--- src/rtl/acq_trigger_scheduler_if.sv ---
// Trigger handshake bundle between the TTC receiver, the scheduler and the
// channel acquisition controller.
//   trig_in/trig_type_in/trig_num_in : incoming trigger strobe and payload
//   acq_ready                        : controller idle indication
//   trigger/trig_type/trig_num       : dispatch pulse and payload to controller
// master : scheduler side (consumes triggers, drives dispatch)
// slave  : environment side (TTC receiver + acquisition controller)
interface acq_trigger_scheduler_if;
  logic        trig_in;
  logic [4:0]  trig_type_in;
  logic [23:0] trig_num_in;
  logic        acq_ready;
  logic        trigger;
  logic [4:0]  trig_type;
  logic [23:0] trig_num;

  modport master (
    input  trig_in, trig_type_in, trig_num_in, acq_ready,
    output trigger, trig_type, trig_num
  );

  modport slave (
    output trig_in, trig_type_in, trig_num_in, acq_ready,
    input  trigger, trig_type, trig_num
  );
endinterface

--- src/rtl/acq_trigger_scheduler.sv ---
// Trigger queue and dispatcher. Buffers {type, num} triggers in a small FIFO
// and hands them to the acquisition controller one at a time, with a
// programmable holdoff after each acquisition. Drops on overflow are counted.
// Ports:
//   clk, reset_n : 40 MHz TTC clock, async active-low reset
//   bus          : trigger in / dispatch out / acq_ready handshake
//   enable       : allow dispatch (queue keeps accepting while low)
//   flush        : synchronous queue clear
//   holdoff      : idle cycles required after acq_ready returns high
//   pending      : queue occupancy
//   drop_cnt     : saturating dropped-trigger count
//   overflow     : sticky, set on first drop
//   state        : one-hot FSM state
//
// state     | meaning
// ----------+------------------------------------------------------------
// IDLE      | waiting for a queued trigger, enable and acq_ready
// ISSUE     | trigger pulse high for this single cycle
// WAIT_ACK  | waiting for controller to go busy (times out after 4 cycles)
// WAIT_DONE | controller busy, waiting for acq_ready to return
// HOLDOFF   | counting holdoff cycles before the next dispatch
module acq_trigger_scheduler #(
  parameter int DEPTH = 4,
  parameter int AW    = 2
) (
  input  logic                    clk,
  input  logic                    reset_n,
  acq_trigger_scheduler_if.master bus,
  input  logic                    enable,
  input  logic                    flush,
  input  logic [15:0]             holdoff,
  output logic [AW:0]             pending,
  output logic [15:0]             drop_cnt,
  output logic                    overflow,
  output logic [4:0]              state
);

  localparam logic [4:0] S_IDLE      = 5'b00001;
  localparam logic [4:0] S_ISSUE     = 5'b00010;
  localparam logic [4:0] S_WAIT_ACK  = 5'b00100;
  localparam logic [4:0] S_WAIT_DONE = 5'b01000;
  localparam logic [4:0] S_HOLDOFF   = 5'b10000;

  localparam logic [AW:0] FULL_CNT = (AW+1)'(DEPTH);

  logic [28:0]   mem [DEPTH];
  logic [AW-1:0] wr_ptr, rd_ptr;
  logic [AW:0]   count;
  logic [4:0]    state_nxt;
  logic [1:0]    ack_cnt;
  logic [15:0]   hold_cnt, hold_lim;
  logic          push, pop, drop, hold_start;

  // ---------------- FSM: state register ----------------
  always_ff @(posedge clk or negedge reset_n) begin
    if (!reset_n) state <= S_IDLE;
    else          state <= state_nxt;
  end

  // ---------------- FSM: next state ----------------
  // A WAIT_ACK timeout with holdoff == 0 returns straight to IDLE, same as
  // WAIT_DONE, so a zero holdoff never means a 65536-cycle wait.
  always_comb begin
    state_nxt = state;
    case (state)
      S_IDLE:      if (pop) state_nxt = S_ISSUE;
      S_ISSUE:     state_nxt = S_WAIT_ACK;
      S_WAIT_ACK: begin
        if (!bus.acq_ready)
          state_nxt = S_WAIT_DONE;
        else if (ack_cnt == 2'd3)
          state_nxt = (holdoff == 16'd0) ? S_IDLE : S_HOLDOFF;
      end
      S_WAIT_DONE: begin
        if (bus.acq_ready)
          state_nxt = (holdoff == 16'd0) ? S_IDLE : S_HOLDOFF;
      end
      S_HOLDOFF:   if (hold_cnt == hold_lim - 16'd1) state_nxt = S_IDLE;
      default:     state_nxt = S_IDLE;
    endcase
  end

  // ---------------- FSM: outputs ----------------
  always_comb begin
    bus.trigger = (state == S_ISSUE);
    pop         = (state == S_IDLE) && enable && bus.acq_ready &&
                  (count != '0) && !flush;
    hold_start  = (state_nxt == S_HOLDOFF) && (state != S_HOLDOFF);
  end

  // A full queue still accepts when the head leaves on the same edge.
  assign push = bus.trig_in && !flush && ((count < FULL_CNT) || pop);
  assign drop = bus.trig_in && !flush && !push;

  assign pending = count;

  // ---------------- timers ----------------
  always_ff @(posedge clk or negedge reset_n) begin
    if (!reset_n) begin
      ack_cnt  <= '0;
      hold_cnt <= '0;
      hold_lim <= '0;
    end else begin
      ack_cnt <= (state == S_WAIT_ACK) ? ack_cnt + 2'd1 : 2'd0;
      if (hold_start) begin
        hold_cnt <= '0;
        hold_lim <= holdoff;
      end else if (state == S_HOLDOFF) begin
        hold_cnt <= hold_cnt + 16'd1;
      end
    end
  end

  // ---------------- queue storage ----------------
  always_ff @(posedge clk) begin
    if (push) mem[wr_ptr] <= {bus.trig_type_in, bus.trig_num_in};
  end

  // ---------------- queue control, drop accounting, dispatch payload ----------------
  always_ff @(posedge clk or negedge reset_n) begin
    if (!reset_n) begin
      wr_ptr        <= '0;
      rd_ptr        <= '0;
      count         <= '0;
      drop_cnt      <= '0;
      overflow      <= 1'b0;
      bus.trig_type <= '0;
      bus.trig_num  <= '0;
    end else begin
      if (flush) begin
        wr_ptr <= '0;
        rd_ptr <= '0;
        count  <= '0;
      end else begin
        if (push) wr_ptr <= wr_ptr + 1'b1;
        if (pop)  rd_ptr <= rd_ptr + 1'b1;
        case ({push, pop})
          2'b10:   count <= count + 1'b1;
          2'b01:   count <= count - 1'b1;
          default: count <= count;
        endcase
      end
      if (drop) begin
        if (drop_cnt != 16'hFFFF) drop_cnt <= drop_cnt + 16'd1;
        overflow <= 1'b1;
      end
      if (pop) {bus.trig_type, bus.trig_num} <= mem[rd_ptr];
    end
  end

endmodule

--- src/flat_wrapper.sv ---
// flat-port wrapper written by rule: the top's interface ports become plain ports
module acq_trigger_scheduler_flat 
#(
  parameter int DEPTH = 4,
  parameter int AW    = 2
)
  (clk, reset_n, enable, flush, holdoff, pending, drop_cnt, overflow, state, bus_trig_in, bus_trig_type_in, bus_trig_num_in, bus_acq_ready, bus_trigger, bus_trig_type, bus_trig_num);
  acq_trigger_scheduler_if bus_i ();
  input  logic clk;
  input  logic reset_n;
  input  logic enable;
  input  logic flush;
  input  logic [15:0] holdoff;
  output logic [AW:0] pending;
  output logic [15:0] drop_cnt;
  output logic overflow;
  output logic [4:0] state;
  input wire logic [$bits(bus_i.trig_in)-1:0] bus_trig_in;
  input wire logic [$bits(bus_i.trig_type_in)-1:0] bus_trig_type_in;
  input wire logic [$bits(bus_i.trig_num_in)-1:0] bus_trig_num_in;
  input wire logic [$bits(bus_i.acq_ready)-1:0] bus_acq_ready;
  output wire logic [$bits(bus_i.trigger)-1:0] bus_trigger;
  output wire logic [$bits(bus_i.trig_type)-1:0] bus_trig_type;
  output wire logic [$bits(bus_i.trig_num)-1:0] bus_trig_num;
  assign bus_i.trig_in = bus_trig_in;
  assign bus_i.trig_type_in = bus_trig_type_in;
  assign bus_i.trig_num_in = bus_trig_num_in;
  assign bus_i.acq_ready = bus_acq_ready;
  assign bus_trigger = bus_i.trigger;
  assign bus_trig_type = bus_i.trig_type;
  assign bus_trig_num = bus_i.trig_num;
  acq_trigger_scheduler #(.DEPTH(DEPTH), .AW(AW)) u_core (.clk(clk), .reset_n(reset_n), .bus(bus_i), .enable(enable), .flush(flush), .holdoff(holdoff), .pending(pending), .drop_cnt(drop_cnt), .overflow(overflow), .state(state));
endmodule
--- config.mk ---
export PLATFORM = sky130hd
export DESIGN_NAME = acq_trigger_scheduler_flat
export DESIGN_NICKNAME = d
export VERILOG_FILES = /design/src/rtl/acq_trigger_scheduler_if.sv /design/src/rtl/acq_trigger_scheduler.sv /design/src/flat_wrapper.sv
export SDC_FILE = /design/constraint.sdc
export NUM_CORES = 1
export LEC_CHECK = 0
export BUFFER_PORTS_ARGS = -buffer_cell sky130_fd_sc_hd__buf_2
export CORE_ASPECT_RATIO = 1.4
export CORE_MARGIN = 2
export CORE_UTILIZATION = 30
export CTS_BUF_LIST = sky130_fd_sc_hd__clkbuf_4 sky130_fd_sc_hd__clkbuf_8
export CTS_CLUSTER_SIZE = 8
export DETAILED_ROUTE_END_ITERATION = 8
export MAX_ROUTING_LAYER = met4
export SLEW_MARGIN = 20
export SYNTH_ARGS = -nofsm -noshare
export SYNTH_HDL_FRONTEND = slang
export SYNTH_SLANG_ARGS = --single-unit
--- constraint.sdc ---
create_clock -name clk -period 2.85 [get_ports clk]
set_input_delay 0.855 -clock clk [delete_from_list [all_inputs] [get_ports clk]]
set_output_delay 0.855 -clock clk [all_outputs]
set_load 0.01 [all_outputs]
; ---- Word level (Yosys, flattened, before mapping)
; Memories as Yosys holds them, arrays and structs flattened. A register that Yosys moved wholly into a read port is not among the register bits.
; Index checks and enable logic that the tools add are counted.
[op_classes]
mux = 18
bitwise = 0
n_eq_ne = 12
shifts = 0
reduce_logical = 19
n_addsub = 8
multipliers = 0
div = 0
order_cmp = 1
[op_table]
columns = op, n
row1 = "16-bit by 1-bit adder with 16-bit output, second input constant", 2
row2 = 16-bit 2-to-1 mux, 2
row3 = 5-bit 2-to-1 mux, 6
row4 = 5-bit one-hot mux with 5 select lines, 1
row5 = 16-bit equality test, 1
row6 = 16-bit zero test, 1
row7 = "16-bit != test, second input constant", 1
row8 = "16-bit by 1-bit subtractor with 16-bit output, second input constant", 1
row9 = "5-bit equality test, second input constant", 2
row10 = 2-bit 2-to-1 mux, 5
row11 = 1-bit logical AND, 8
row12 = "2-bit by 1-bit adder with 2-bit output, second input constant", 3
row13 = 3-bit one-hot mux with 2 select lines, 1
row14 = 2-bit nonzero test, 3
row15 = 3-bit nonzero test, 2
row16 = "5-bit by 1-bit equality test with 1-bit output, second input constant", 1
row17 = "5-bit by 2-bit equality test with 1-bit output, second input constant", 1
row18 = "5-bit by 3-bit equality test with 1-bit output, second input constant", 1
row19 = "5-bit by 4-bit equality test with 1-bit output, second input constant", 1
row20 = "5-bit != test, second input constant", 1
row21 = "2-bit equality test, second input constant", 2
row22 = "3-bit by 1-bit adder with 3-bit output, second input constant", 1
row23 = 1-bit zero test, 3
row24 = "3-bit less-than comparator, second input constant", 1
row25 = 6 further kinds, 7
[totals]
latchBits = 0
ff_bits = 63
ramBits = 116
romBits = 0
out_inout_bits = 55
in_bits = 51
mem_count = 1
[memory_table]
columns = name, depth, width, read_ports, rd_clocked_by_memory_dff, wr, line
row1 = u_core.mem, 4, 29, 1, 1, 1, acq_trigger_scheduler.sv:46  ; logic [28:0] mem [DEPTH];

; ---- Longest topological paths before layout
[depth]
depth_word = 10
ltp_mapped = 10
depth_no_buf = 8

; ---- Worst setup path after synthesis
; Ideal clock, no wire load.
[synth_timing]
kind = input to register
from = in enable
to = mem u_core.mem[2][0] (enable)
n_path_buf = 0
setup_ns = 0.389
arrival_time_ns = 2.395
path_stages = 4
slack_ns = 0.067
cell_sequence = o311a_1 > nand3_1 > a21oi_1 > and2_1
[synth_between]
elab_chain_len = 8
[synth_rtl]
columns = element, line
row1 = start: declaration, flat_wrapper.sv:11  ; input logic enable;
row2 = 1-bit logical AND (3 in series), acq_trigger_scheduler.sv:86  ; pop = (state == S_IDLE) && enable && bus.acq_ready &&
row3 = 1-bit logical AND, acq_trigger_scheduler.sv:87  ; (count != '0) && !flush;
row4 = 1-bit logical OR, acq_trigger_scheduler.sv:92  ; assign push = bus.trig_in && !flush && ((count < FULL_CNT) || pop);
row5 = 1-bit logical AND, acq_trigger_scheduler.sv:92
row6 = 1-bit 2-to-1 mux, acq_trigger_scheduler.sv:116  ; if (push) mem[wr_ptr] <= {bus.trig_type_in, bus.trig_num_in};
row7 = 1-bit 2-to-1 mux (not written as such), acq_trigger_scheduler.sv:116
row8 = end: declaration, acq_trigger_scheduler.sv:46
; Every way passes these cells.

; ---- Worst setup path after layout
[layout_timing]
from = reg u_core.hold_lim[2]
to = reg u_core.state[4]
[layout_between]
elab_chain_len = 4
[layout_rtl]
columns = element, line
row1 = start: declaration, acq_trigger_scheduler.sv:51  ; logic [15:0] hold_cnt, hold_lim;
row2 = start signal: assignment, acq_trigger_scheduler.sv:107  ; hold_lim <= holdoff;
row3 = 16-bit by 1-bit subtractor with 16-bit output, acq_trigger_scheduler.sv:78  ; S_HOLDOFF: if (hold_cnt == hold_lim - 16'd1) state_nxt = S_IDLE;
row4 = 16-bit equality test, acq_trigger_scheduler.sv:78
row5 = 5-bit 2-to-1 mux, acq_trigger_scheduler.sv:78
row6 = 5-bit one-hot mux with 5 select lines, acq_trigger_scheduler.sv:65  ; case (state)
row7 = named net u_core.state_nxt[4], acq_trigger_scheduler.sv:49  ; logic [4:0] state_nxt;
row8 = end signal: assignment, acq_trigger_scheduler.sv:57  ; else state <= state_nxt;
row9 = end: declaration, acq_trigger_scheduler.sv:35  ; output logic [4:0] state
; The timed path passes the listed nets, and every way through them passes these cells.
; A chain may end at the register's enable or synchronous reset.

==> results.md <==
- Status: completed
- PD cells: 714 mW/mm^2
- Die X: roughly 150 um
- Via density: 4.59
- Register bit total from synthesis: 208
- First-pass GRT wire length: about 30000 um
- Slew headroom: 50.2%
- Origin of the critical flop-to-flop path: u_core.hold_lim[2]
- Worst skew pair latency: approximately 0.53 ns
- Max FO, Critical Path: 9
- VDD IR-drop max: 0.509 mV
- Period utilisation layout: a little over four fifths
- Cts repair resizes: 0
- Fill count: 2749
- RSZ-0062 raised after global routing: no
- CTS H-tree lvls: 2
- CTS Hold Bufs: 0
- Clock Skew: 0.0243 ns
- Simple-gate area share of the yosys netlist: roughly an eighth
- Ys Warns: 0
- Clk slew on worst S/H paths: 0.06 ns
- DRC Markers: 0
- Num rows: 73
- Synth-to-Final Area Change: 22.6%
- Routed Antenna Nets: 0
- PortBufs: ~110
- Vias: 5420
- Max clock buf depth: 3
- Number of synthesized flops with an enable pin: 116
- Die ar.: ~0.03 mm^2
- Syn nets: just under 700
- Starting Density: a little under a third
- Setup WS pre-CTS: 0.332 ns
- Post-CTS setup buffer count: 0
- Sinks on Clock Net: ~210
- Data required, critical path: 3.25 ns
- Max-Cap Viols: 0
- Setup WS post-layout: 0.444 ns
- Final HPWL DP: 13300 um
- IO Count: about 110
- Register-to-Register Setup Slack: 0.44 ns
- Synth Area in Adders: under 10%
- Pin count of the biggest net entering global routing: 44
- Min-Delay Path Class: primary input to async pin
- Vias in the first global route: roughly 5700
- Root Buffer: clkbuf_8
- Core box area: 0.0286 mm^2
- Seq/Total Area, Yosys: 66.2%
- WL final: 19400 um
- Worst Reg-to-Reg Cells: 6
- DR WL/cell: about 16 um
- Final max-slew violation count: 0
- Gr usage total: 13.4%
- Worst slew pin tran: 0.746 ns
- Final setup viols: 0
- Main synth FF type: edfxtp_1
- WS Path Type: flip-flop to flip-flop
- Die Height: 206 um
- Fin. Hold Viols: 0
- Fin crit period: 2.41 ns
- Nets@finish: roughly 840
- CTS tree: built
- Crit end category: flip-flop
- Synth Area in Compound Gates: 3.21%
- Crit Reg-Reg Endpoint: u_core.state[4]
- CP arrival: approximately 2.8 ns
- Setup TNS: 0 ns
- Initial antenna violation count: 4
- Fin Hold WS: 0.338 ns
- Syn avg cell area: 14.0 um^2
- Mapped Area: ~0.0087 mm^2
- Yosys cell types: 51
- Largest family of logic cells by synthesized area: simple AND/OR/NAND/NOR gates
- Leakage: 4.49 nW
- Max Fclk: 416 MHz
- Post-synthesis xor/xnor area fraction: 4.01%
- CP Launch Type: flip-flop
- First drt pass iteration count: 4
- Initial drt markers: 218
- Mapped Cells: 626
- Post-synthesis mux area share: between 10% and 20%
- Total gr overflow: 0
- Num CTS Buffers: 37
- Async S/R FF share, synth: 44.2%
- Share of cells above drive strength 1: 31.6%
- GP Congestion: 0.783
==> power breakdown <==
part           switching (mW)  internal, mW
clock                    1.20          1.61
combinational           0.605         0.508
sequential              0.214          3.52
total                    2.02          5.64
==> stage by stage <==
stage	instance area (um^2)	total power, mW	util [%]	cells
5_1_grt	10700	8.09	37.5	1182
4_1_cts	10700	7.83	37.5	1178
3_3_place_gp	9950	4.92	34.8	1111
6_report	10700	7.66	37.5	1182
3_5_place_dp	9950	4.93	34.8	1111
2_1_floorplan	8740	4.37	-	626
==> synth_stat cells (all sizes together), types with 8 or more instances <==
cell type | count | share of area [%]
mux2 | 18 | 2.3
nor4 | 10 | 0.72
nand3 | 16 | 0.92
nor3 | 17 | 0.97
o21ai | 11 | 0.63
inv | 13 | 0.56
edfxtp | 116 | 40
nor2 | 23 | 0.99
dfrtp | 91 | 26
ha | 8 | 1.1
xor2 | 23 | 2.3
clkbuf | 14 | 0.64
nand2 | 124 | 5.3
mux2i | 8 | 0.92
mux4 | 29 | 7.5
xnor2 | 17 | 1.7
==> metal layers <==
| metal | wire (um) | share of wire [%] | up-vias | track usage (%) |
|---|---|---|---|---|
| li1 | - | - | 2599 | - |
| met1 | 7860 | 40 | 2661 | 15.0 |
| met2 | 10100 | 52 | 130 | 23.2 |
| met3 | 1080 | 5.6 | 30 | 3.66 |
| met4 | 382 | 2.0 | 0 | 4.15 |
| met5 | 0 | 0 | - | - |
==> registers in the layout (all words and copies together), names as in the netlist <==
signal and count:
u_core.ack_cnt 2, u_core.bus.trig_num 24, u_core.bus.trig_type 5, u_core.drop_cnt 16, u_core.hold_cnt 16, u_core.hold_lim 16
u_core.mem 116, u_core.overflow 1, u_core.pending 3, u_core.rd_ptr 2, u_core.state 5, u_core.wr_ptr 2
==> cells by family after synthesis <==
| kind of cell | Yosys count |
|---|---|
| buf+inv | 33 |
| flops | 208 |
| compound gates | 42 |
| fa+ha+maj | 9 |
| xor+xnor | 40 |
| simple gates | 239 |
| mux | 55 |
==> worst max path at each step <==
stage,from,to,cells past startpoint
6_report,u_core.hold_lim[2],u_core.state[4],6
5_1_grt,u_core.state[1],u_core.hold_cnt[14],7
4_1_cts,u_core.hold_lim[2],u_core.state[4],6
3_5_place_dp,holdoff[2],u_core.hold_lim[10],7
3_3_place_gp,bus_acq_ready,u_core.pending[1],8
2_1_floorplan,enable,u_core.mem[2][0],4
==> cells in the final DEF (no fill, tap or decap), types with 3 or more instances in the layout <==
cell type	count
mux2_2	18
a31oi_1	3
nor3_1	17
mux2i_1	8
nand4b_1	4
clkbuf_4	18
and2_1	3
nand3_1	16
o31ai_1	6
buf_4	18
buf_2	104
mux4_2	29
edfxtp_1	116
and2_2	4
nor2b_1	7
buf_12	8
clkbuf_8	43
a21o_1	3
o21ai_0	11
nand2_1	124
and3_1	6
nor2_1	23
xor2_1	23
o211ai_1	4
inv_1	13
ha_1	8
xnor2_1	17
dfrtp_1	89
diode_2	4
nor4_1	10
a21oi_1	5
nand4_1	6
==> worst max-delay path: stages, from the launching register on <==
cell,delay [ns]
dfrtp_1,0.45
or4_4,0.58
or4b_4,0.50
xnor2_1,0.19
a22o_1,0.14
nand4b_1,0.13
o31a_1,0.30
==> layout make-up <==
type	instances	area, um^2	share of cell area, %
Clock buffer	61	727	6.78
Timing Repair Buffer	130	816	7.61
Inverter	13	48.8	0.455
Sequential cell	208	5790	54.0
Antenna cell	4	10.0	0.0934
Clock inverter	6	38.8	0.362
Tap cell	375	469	4.38
Multi-Input combinational cell	385	2820	26.3
Power figures use the tool's default switching activity.
